File: config.mk
export PLATFORM = sky130hd
export DESIGN_NAME = spi_reg_bank
export DESIGN_NICKNAME = d
export VERILOG_FILES = /design/src/rtl/spi_reg_pkg.sv /design/src/rtl/spi_sync.sv /design/src/rtl/spi_reg_bank.sv
export SDC_FILE = /design/constraint.sdc
export NUM_CORES = 1
export LEC_CHECK = 0
export ABC_AREA = 1
export BUFFER_PORTS_ARGS = -buffer_cell sky130_fd_sc_hd__buf_4
export CAP_MARGIN = 20
export CORE_AREA = 2 2 93 95
export DETAILED_ROUTE_END_ITERATION = 8
export DIE_AREA = 0 0 95 97
export GPL_TIMING_DRIVEN = 0
export PLACE_DENSITY_LB_ADDON = 0.08
export RECOVER_POWER = 50
export SLEW_MARGIN = 10
export SYNTH_ARGS = -nofsm -noshare
export SYNTH_HDL_FRONTEND = slang
export SYNTH_SLANG_ARGS = --single-unit
File: constraint.sdc
create_clock -name clk -period 5.53 [get_ports clk]
set_input_delay 0.553 -clock clk [delete_from_list [all_inputs] [get_ports clk]]
set_output_delay 0.553 -clock clk [all_outputs]
set_load 0.01 [all_outputs]
File: src/rtl/spi_reg_pkg.sv
// Shared types and encodings for the SPI register bank.
package spi_reg_pkg;

  typedef enum logic [1:0] {
    StIdle,
    StCmd,
    StData,
    StCommit
  } state_e;

  localparam logic RW_WRITE = 1'b1;
  localparam logic RW_READ  = 1'b0;

endpackage

File: src/rtl/spi_sync.sv
// Single-bit flop synchroniser; exposes the two oldest stages for edge detection.
module spi_sync #(
  parameter int unsigned STAGES    = 2,
  parameter logic        RESET_VAL = 1'b0
) (
  input  logic clk,
  input  logic rst,
  input  logic i_d,
  output logic o_q,
  output logic o_q_old
);

  logic [STAGES-1:0] r_sync;

  always_ff @(posedge clk or posedge rst) begin
    if (rst) begin
      r_sync <= {STAGES{RESET_VAL}};
    end else begin
      r_sync <= {r_sync[STAGES-2:0], i_d};
    end
  end

  assign o_q     = r_sync[STAGES-2];
  assign o_q_old = r_sync[STAGES-1];

endmodule

File: src/rtl/spi_reg_bank.sv
// SPI mode-0 peripheral exposing a bank of read/write registers.
// Frame: R/W bit, address, data, MSB first; writes commit when nCS rises.
module spi_reg_bank
  import spi_reg_pkg::*;
#(
  parameter int NUM_REGS    = 5,
  parameter int ADDR_W      = 7,
  parameter int DATA_W      = 8,
  parameter int SYNC_STAGES = 2
) (
  input  logic                       clk,
  input  logic                       rst,
  input  logic                       nCS,
  input  logic                       SCLK,
  input  logic                       COPI,
  output logic                       CIPO,
  output logic                       CIPO_oe,
  output logic [NUM_REGS*DATA_W-1:0] regs_flat,
  output logic                       wr_strobe,
  output logic [ADDR_W-1:0]          wr_addr,
  output logic                       frame_err
);

  localparam int FRAME_W = 1 + ADDR_W + DATA_W;
  localparam int CMD_W   = 1 + ADDR_W;
  localparam int CNT_W   = $clog2(FRAME_W + 2);

  localparam logic [CNT_W-1:0]  CNT_ADDR_LAST = CNT_W'(CMD_W - 1);
  localparam logic [CNT_W-1:0]  CNT_CMD       = CNT_W'(CMD_W);
  localparam logic [CNT_W-1:0]  CNT_FRAME     = CNT_W'(FRAME_W);
  localparam logic [CNT_W-1:0]  CNT_SAT       = CNT_W'(FRAME_W + 1);
  localparam logic [ADDR_W:0]   NUM_REGS_W    = (ADDR_W + 1)'(NUM_REGS);

  logic w_ncs, w_ncs_old, w_sclk, w_sclk_old, w_copi, w_copi_old;
  logic w_unused_copi;

  spi_sync #(.STAGES(SYNC_STAGES), .RESET_VAL(1'b1)) u_sync_ncs (
    .clk(clk), .rst(rst), .i_d(nCS), .o_q(w_ncs), .o_q_old(w_ncs_old)
  );
  spi_sync #(.STAGES(SYNC_STAGES), .RESET_VAL(1'b0)) u_sync_sclk (
    .clk(clk), .rst(rst), .i_d(SCLK), .o_q(w_sclk), .o_q_old(w_sclk_old)
  );
  spi_sync #(.STAGES(SYNC_STAGES), .RESET_VAL(1'b0)) u_sync_copi (
    .clk(clk), .rst(rst), .i_d(COPI), .o_q(w_copi), .o_q_old(w_copi_old)
  );
  assign w_unused_copi = w_copi_old;

  logic w_ncs_fall, w_ncs_rise, w_bit_rise, w_bit_fall;
  assign w_ncs_fall = ~w_ncs & w_ncs_old;
  assign w_ncs_rise = w_ncs & ~w_ncs_old;
  // An nCS rise implies w_ncs is high, so the coincident SCLK edge is dropped here.
  assign w_bit_rise = w_sclk & ~w_sclk_old & ~w_ncs;
  assign w_bit_fall = ~w_sclk & w_sclk_old & ~w_ncs;

  state_e                      r_state, w_state_d;
  logic   [CNT_W-1:0]          r_cnt;
  logic   [FRAME_W-1:0]        r_shift;
  logic   [FRAME_W-1:0]        w_shift_next;
  logic   [DATA_W-1:0]         r_out;
  logic                        r_is_read;
  logic   [ADDR_W-1:0]         r_wr_addr;
  logic   [DATA_W-1:0]         r_regs [NUM_REGS];
  logic   [DATA_W-1:0]         w_rd_data;
  logic   [ADDR_W-1:0]         w_addr;
  logic                        w_commit, w_len_ok, w_in_range, w_is_write;

  assign w_shift_next = {r_shift[FRAME_W-2:0], w_copi};

  always_comb begin
    w_state_d = r_state;
    unique case (r_state)
      StIdle:   if (w_ncs_fall) w_state_d = StCmd;
      StCmd: begin
        if (w_ncs_rise) w_state_d = StCommit;
        else if (w_bit_rise && r_cnt == CNT_ADDR_LAST) w_state_d = StData;
      end
      StData:   if (w_ncs_rise) w_state_d = StCommit;
      StCommit: w_state_d = StIdle;
      default:  w_state_d = StIdle;
    endcase
  end

  // Register selected by the address completing on the current SCLK rise.
  always_comb begin
    w_rd_data = '0;
    for (int i = 0; i < NUM_REGS; i++) begin
      if (w_shift_next[ADDR_W-1:0] == ADDR_W'(i)) w_rd_data = r_regs[i];
    end
  end

  assign w_addr     = r_shift[FRAME_W-2 -: ADDR_W];
  assign w_is_write = (r_shift[FRAME_W-1] == RW_WRITE);
  assign w_len_ok   = (r_cnt == CNT_FRAME);
  assign w_in_range = ({1'b0, w_addr} < NUM_REGS_W);
  assign w_commit   = (r_state == StCommit) & w_len_ok & w_is_write & w_in_range;
  assign frame_err  = (r_state == StCommit) & (~w_len_ok | (w_is_write & ~w_in_range));

  always_ff @(posedge clk or posedge rst) begin
    if (rst) begin
      r_state   <= StIdle;
      r_cnt     <= '0;
      r_shift   <= '0;
      r_out     <= '0;
      r_is_read <= 1'b0;
      r_wr_addr <= '0;
    end else begin
      r_state <= w_state_d;
      if (r_state == StIdle && w_ncs_fall) begin
        r_cnt     <= '0;
        r_out     <= '0;
        r_is_read <= 1'b0;
      end
      if ((r_state == StCmd || r_state == StData) && w_bit_rise) begin
        r_shift <= w_shift_next;
        if (r_cnt != CNT_SAT) r_cnt <= r_cnt + 1'b1;
      end
      if (r_state == StCmd && w_bit_rise && r_cnt == CNT_ADDR_LAST) begin
        r_out     <= w_rd_data;
        r_is_read <= (w_shift_next[ADDR_W] == RW_READ);
      end
      // The fall closing the last address bit keeps the MSB on CIPO for the next rise.
      if (r_state == StData && w_bit_fall && r_cnt > CNT_CMD) begin
        r_out <= r_out << 1;
      end
      if (w_commit) r_wr_addr <= w_addr;
    end
  end

  always_ff @(posedge clk or posedge rst) begin
    if (rst) begin
      for (int i = 0; i < NUM_REGS; i++) r_regs[i] <= '0;
    end else begin
      for (int i = 0; i < NUM_REGS; i++) begin
        if (w_commit && w_addr == ADDR_W'(i)) r_regs[i] <= r_shift[DATA_W-1:0];
      end
    end
  end

  for (genvar g = 0; g < NUM_REGS; g++) begin : g_flat
    assign regs_flat[g*DATA_W +: DATA_W] = r_regs[g];
  end

  assign CIPO      = (r_state == StData) & r_is_read & r_out[DATA_W-1];
  assign CIPO_oe   = ~w_ncs;
  assign wr_strobe = w_commit;
  assign wr_addr   = w_commit ? w_addr : r_wr_addr;

endmodule

==> impl_metrics.tcl, run 1 <==
set metrics [dict create \
    status "complete, but fails checks" \
    violations "max-capacitance violations, max-slew violations" \
    drt-initial-drc-count 146 \
    port_buffers 55 \
    endpoint_kind "output port" \
    core_mm2 0.00813 \
    syn_area_per_cell_um2 8.59 \
    clock-sinks 84 \
    ant_nets 0 \
    power_density_mw_per_mm2 308 \
    die_w_um 95 \
    peakVddDrop_v 0.000204 \
    hold_class "input port to flop" \
    worst-setup-path-type "flop to output port" \
    final.setup.tns_ps 0 \
    max_freq_ghz 0.360 \
    max_slew_margin_pct -5.54 \
    worstSkewPairLatency_ps 370 \
    die-area_mm2 0.00922 \
    gp_congestion 0.837 \
    grt_max_degree 51 \
    cts_buffers 9 \
    critPathMaxFanout 7 \
    ys_types 26 \
    finalNetCount 537 \
    timing.final.hold_violations 0 \
    ys_ff_latch 84 \
    cts_root_buffer "clkbuf_8" \
    num_io_pins 56 \
    synthCells 458 \
    cts_tree "yes" \
    groute.usage.overall_pct 22.4 \
    route.final.wire_length_mm 9.54 \
    path_clk_slew_ps 90 \
    grt_pass1_wl_mm 15.7 \
    finalCritPeriodShare_pct 50.3 \
    cp.required_ps 4980 \
    routedWlPerCell_um 15.0 \
    ctsHoldBuffers 0 \
    power.total_mw 1.42 \
    reg2reg_slack_ps 3550 \
    holdWs_ps 294 \
    worst_r2r_path_depth 8 \
    startpoint "r_cnt[0]" \
    routed-via-count 3251 \
    syn-num-nets 470 \
    post_cts_buffers 0 \
    fin_area_mm2 0.00461 \
    crit_path_end "wr_addr[1]" \
    cts.htree.levels 3 \
    drive_gt1_share_pct 15.1 \
    dpl.hpwl_mm 6.79 \
    synthesis.area_mm2 0.00393 \
    die_y_um 97 \
    setup_viol 0 \
    fin_crit_ps 2780 \
    first_pass_iters 5 \
    tightest_slew_ps 1570 \
    syn_to_final_growth_pct 17.2 \
    startpoint_type "flop" \
    grt_overflow 0 \
    p_leak_nw 2.24 \
    yosys_warnings 0 \
    antenna_cells 0 \
    r2r_start "r_shift[5]" \
    drc 0 \
    cp_data_arrival_time_ps 2230 \
    antenna_found_initial 0 \
    rsz0062_at_grt "no" \
    ys_seq_area_share_pct 53.5 \
    cts.repair.resized 0 \
    cts_buffer_depth 2 \
    r2r-end "r_out[1]" \
    report.final.slew_viol_count 35 \
    clock_skew_ps 12.0 \
    rows 33 \
    via_per_inst 5.12 \
    maxCapViolations 1 \
    grt_pass1_vias 3030 \
    place_area_mm2 0.00451 \
    initial_core_util_pct 48.3 \
]
flip-flops by register name, summed over array words and instances, names as in the netlist:
register            cells
r_cnt                   5
u_sync_ncs.r_sync       2
u_sync_sclk.r_sync      2
r_shift                16
r_is_read               1
r_wr_addr               7
regs_flat              40
r_state                 2
u_sync_copi.r_sync      1
r_out                   8
synthesized netlist by cell type, drive strengths merged:
master,number,area share (%)
nand4,4,0.64
buf,8,1.8
nand2,110,10
xor2,2,0.45
clkbuf,4,0.38
inv,43,4.1
o21a,1,0.19
a211oi,1,0.19
ha,7,2.2
o21ai,73,10
o211ai,1,0.19
o21bai,8,1.5
nor3,5,0.92
dfrtp,82,52
nand3,60,8.6
dfstp,2,1.3
nor2,46,4.5
nor3b,1,0.19
area by class of cell:
cell class / count / area, um^2
Fill cell: 776 / 3520
Sequential cell: 84 / 2100
Multi-Input combinational cell: 319 / 1580
Timing Repair Buffer: 56 / 365
Inverter: 43 / 163
Tap cell: 105 / 131
Clock buffer: 9 / 124
Buffer: 12 / 86.3
Clock inverter: 7 / 56.3
placed cells by master, fill, tap and decap left out, types with 2 or more instances in the layout:
| cell | Yosys | routed |
|---|---|---|
| nand3_2 | 5 | 5 |
| nor2_2 | 2 | 2 |
| dfrtp_1 | 82 | 82 |
| o21ai_0 | 33 | 33 |
| nand2_1 | 110 | 110 |
| clkbuf_4 | 0 | 4 |
| o21ai_2 | 8 | 8 |
| clkbuf_8 | 0 | 9 |
| clkbuf_1 | 4 | 24 |
| buf_6 | 5 | 5 |
| buf_2 | 3 | 3 |
| o21bai_1 | 8 | 8 |
| nand4_1 | 4 | 4 |
| nor3_1 | 4 | 4 |
| nand3_1 | 54 | 54 |
| nor2_1 | 44 | 44 |
| xor2_1 | 2 | 2 |
| o21ai_1 | 32 | 32 |
| inv_6 | 0 | 4 |
| inv_1 | 42 | 41 |
| ha_1 | 7 | 7 |
| buf_4 | 0 | 31 |
worst min-delay path by stage:
stage                               from              endpoint  slack [ps]  depth (start not counted)
floorplan           u_sync_ncs.r_sync[0]  u_sync_ncs.r_sync[1]         360                          0
global placement    u_sync_ncs.r_sync[0]  u_sync_ncs.r_sync[1]         370                          0
detailed placement  u_sync_ncs.r_sync[0]  u_sync_ncs.r_sync[1]         370                          0
CTS                                  rst          r_wr_addr[2]         200                          2
global route                         nCS  u_sync_ncs.r_sync[0]         280                          1
finish                               nCS  u_sync_ncs.r_sync[0]         290                          1
stage by stage:
step	worst slack [ps]	util, %	std cells
floorplan	2820	-	458
global placement	1770	55.0	618
detailed placement	3120	55.4	619
CTS	2710	57.6	635
global route	2540	56.7	635
finish	2750	56.7	635
power by group:
| group | leakage [nW] | internal (mW) | switching (mW) |
|---|---|---|---|
| registers | 1.15 | 0.647 | 0.0320 |
| clock network | 0.0910 | 0.169 | 0.242 |
| logic | 1.00 | 0.0838 | 0.245 |
logic make-up after synthesis:
kind of cell	Yosys count	share of synthesized area (%)
AO/OA/AOI/OAI	84	12.2
adder cells (fa/ha/maj)	7	2.23
XOR/XNOR	2	0.446
buffers and inverters	55	6.30
AND/OR/NAND/NOR	226	25.4
flip-flops	84	53.5
critical path, cell delays in order (launching register included):
cell     delay, ps
dfrtp_1        450
inv_1           80
ha_1           170
nand4_1        140
nor2_2         320
nand2_1        220
o21ai_0        310
buf_4          180
per-layer routing:
metal  track usage, %  up-vias  part of all wire (%)
li1                 -     1640                     -
met1             33.8     1506                    48
met2             32.8       97                    44
met3             4.67        8                   6.7
met4             6.02        0                   1.2
met5                0        -                     0
No activity file was read; power rests on OpenSTA's default activity.
==> run 2, diff against run 1 <==
==> constraint.sdc (replaced) <==
create_clock -name clk -period 2.4 [get_ports clk]
set_input_delay 0.24 -clock clk [delete_from_list [all_inputs] [get_ports clk]]
set_output_delay 0.24 -clock clk [all_outputs]
set_load 0.01 [all_outputs]
==> run 2 against run 1 <==
The flow now finishes without violations. Sequential cell count unchanged. Register-to-register slack got worse by 3100 ps. Worst hold slack better by 100 ps. Largest power group unchanged.
==> impl_metrics.tcl, run 2 (synthesized netlist as in run 1, its figures left out) <==
set metrics [dict create \
    status "finished clean" \
    path_cells "inv_1 -> ha_1 -> nand4_1 -> nor2_4 -> nand2_1 -> inv_1 -> nor2_1 -> buf_4" \
    final_common_cell "nand2_1" \
    clock_skew_ps 12.2 \
    crit_family "simple AND/OR/NAND/NOR gates" \
    hp-start "u_sync_ncs.r_sync[0]" \
    final.setup.tns_ps 0 \
    worst-setup-path-type "flop to output port" \
    r2r_start "r_shift[5]" \
    rsz0062_at_grt "yes" \
    grt_overflow 0 \
    grt_max_degree 38 \
    initial_core_util_pct 48.3 \
    ant_nets 0 \
    finalNetCount 549 \
    cts.htree.levels 3 \
    cts_root_buffer "clkbuf_8" \
    routed-via-count 3307 \
    maxCapViolations 0 \
    drt-initial-drc-count 170 \
    groute.usage.overall_pct 22.3 \
    cts_buffers 9 \
    cts_buffer_depth 2 \
    tightest_slew_ps 793 \
    die-area_mm2 0.00922 \
    num_io_pins 56 \
    peakVddDrop_v 0.000498 \
    cts_tree "yes" \
    via_per_inst 5.12 \
    fillCellCount 794 \
    grt_pass1_vias 3139 \
    finalCritPeriodShare_pct 94.0 \
    setup_ws_ps 144 \
    antenna_found_initial 0 \
    worstSkewPairLatency_ps 360 \
    antenna_cells 0 \
    startpoint_type "flop" \
    max_slew_margin_pct 47.1 \
    final_cell_mix "110 x nand2_1, 82 x dfrtp_1, 54 x nand3_1" \
    syn_to_final_growth_pct 18.4 \
    gp_congestion 0.858 \
    rows 33 \
    power.total_mw 3.43 \
    critPathMaxStageDelay_ps 440 \
    clockPowerShare_pct 32.4 \
    die_w_um 95 \
    route.final.wire_length_mm 9.68 \
    power_density_mw_per_mm2 737 \
    endpoint_kind "output port" \
    cp_data_arrival_time_ps 2020 \
    r2r-end "r_out[1]" \
    use_met3_pct 4.44 \
    cpMaxStageDelayCell "dfrtp_1" \
    dpl_worst_slack_ps 313 \
    routedWlPerCell_um 15.0 \
    p_sw_mw 1.16 \
    max_freq_ghz 0.443 \
    hold_class "flop to flop" \
    cp.required_ps 2160 \
    clock-sinks 84 \
    stdcell_count 646 \
    busiest_layer "met2" \
    p_int_mw 2.27 \
    drive_gt1_share_pct 12.4 \
    fin_crit_ps 2260 \
    timing.final.hold_violations 0 \
    dpl.hpwl_mm 6.88 \
    worst_r2r_path_depth 8 \
    worstHoldEndpoint "u_sync_ncs.r_sync[1]" \
    largest_register_ffs 40 \
    combPwrFrac_pct 22.1 \
    die_y_um 97 \
    port_buffers 55 \
    hold_depth 0 \
    report.final.slew_viol_count 0 \
    first_pass_iters 4 \
    core_mm2 0.00813 \
    path_clk_slew_ps 90 \
    setup_viol 0 \
    power_frac_seq_pct 45.5 \
    dp.cells 620 \
    met2_usage_pct 34.0 \
    drc 0 \
    grt_util_met1_pct 31.8 \
    critPathMaxFanout 7 \
    p_sw_share_pct 33.9 \
    cp_common_cell "inv_1" \
    p_leak_nw 2.22 \
    grt_pass1_wl_mm 15.8 \
    reg2reg_slack_ps 430 \
    cp_num_buf_inv 3 \
]
run 2: worst max-delay path by stage:
stage,startpoint,to,slack (ps),cells past startpoint
finish,r_cnt[0],wr_addr[4],140,8
global placement,r_cnt[0],wr_addr[0],370,7
detailed placement,r_cnt[0],wr_addr[1],310,7
CTS,r_cnt[0],wr_addr[1],4,7
global route,r_cnt[0],wr_addr[4],-30,8
floorplan,r_cnt[0],wr_addr[0],620,6
run 2: per-stage QoR:
stage / util, % / hold WS, ps / area [um^2]
floorplan: - / 244 / 3940
global placement: 55.1 / 350 / 4480
detailed placement: 55.6 / 258 / 4520
CTS: 58.8 / 385 / 4780
global route: 57.2 / 411 / 4660
finish: 57.2 / 397 / 4660
run 2: worst reg2reg max path, stage by stage (launching register included):
cell and delay (ps):
dfrtp_1 390, inv_1 260, nand2_1 110, nor2_2 220, nand2_1 190, buf_2 220
o21ai_0 250, o21bai_1 160, nand2_1 60
run 2: final cells by class:
| cell class | instances | area (um^2) | share of cell area (%) |
|---|---|---|---|
| clock inverter | 6 | 90.1 | 1.93 |
| inverter | 43 | 163 | 3.49 |
| clock buffer | 9 | 124 | 2.66 |
| buffer | 12 | 86.3 | 1.85 |
| sequential | 84 | 2100 | 45.2 |
| multi-input combinational | 319 | 1590 | 34.0 |
| timing repair buffer | 68 | 372 | 7.98 |
| tap | 105 | 131 | 2.82 |
run 2: routing by layer:
metal | share of wire [%] | vias to the layer above | routed length, um
li1 | - | 1664 | -
met1 | 48 | 1554 | 4660
met2 | 46 | 77 | 4470
met3 | 4.2 | 12 | 405
met4 | 1.4 | 0 | 140
met5 | 0 | - | 0
run 2: power by group through the flow:
stage                     registers [mW]  clock network [mW]  logic, mW
final                               1.56                1.11      0.756
after global routing                1.57                1.19      0.856
after CTS                           1.56                1.12      0.766
after detailed placement            1.59                   0      0.759
after global placement              1.59                   0      0.734
after floorplan                     1.57                   0      0.540
run 2: what timing repair did:
action | CTS | global route
hold buffers | 4 | 0
hold endpoints to repair | 19 | 0
setup endpoints to repair | 4 | 8
pin swaps | 0 | 2
setup buffers | 0 | 7
resized for setup | 1 | 3
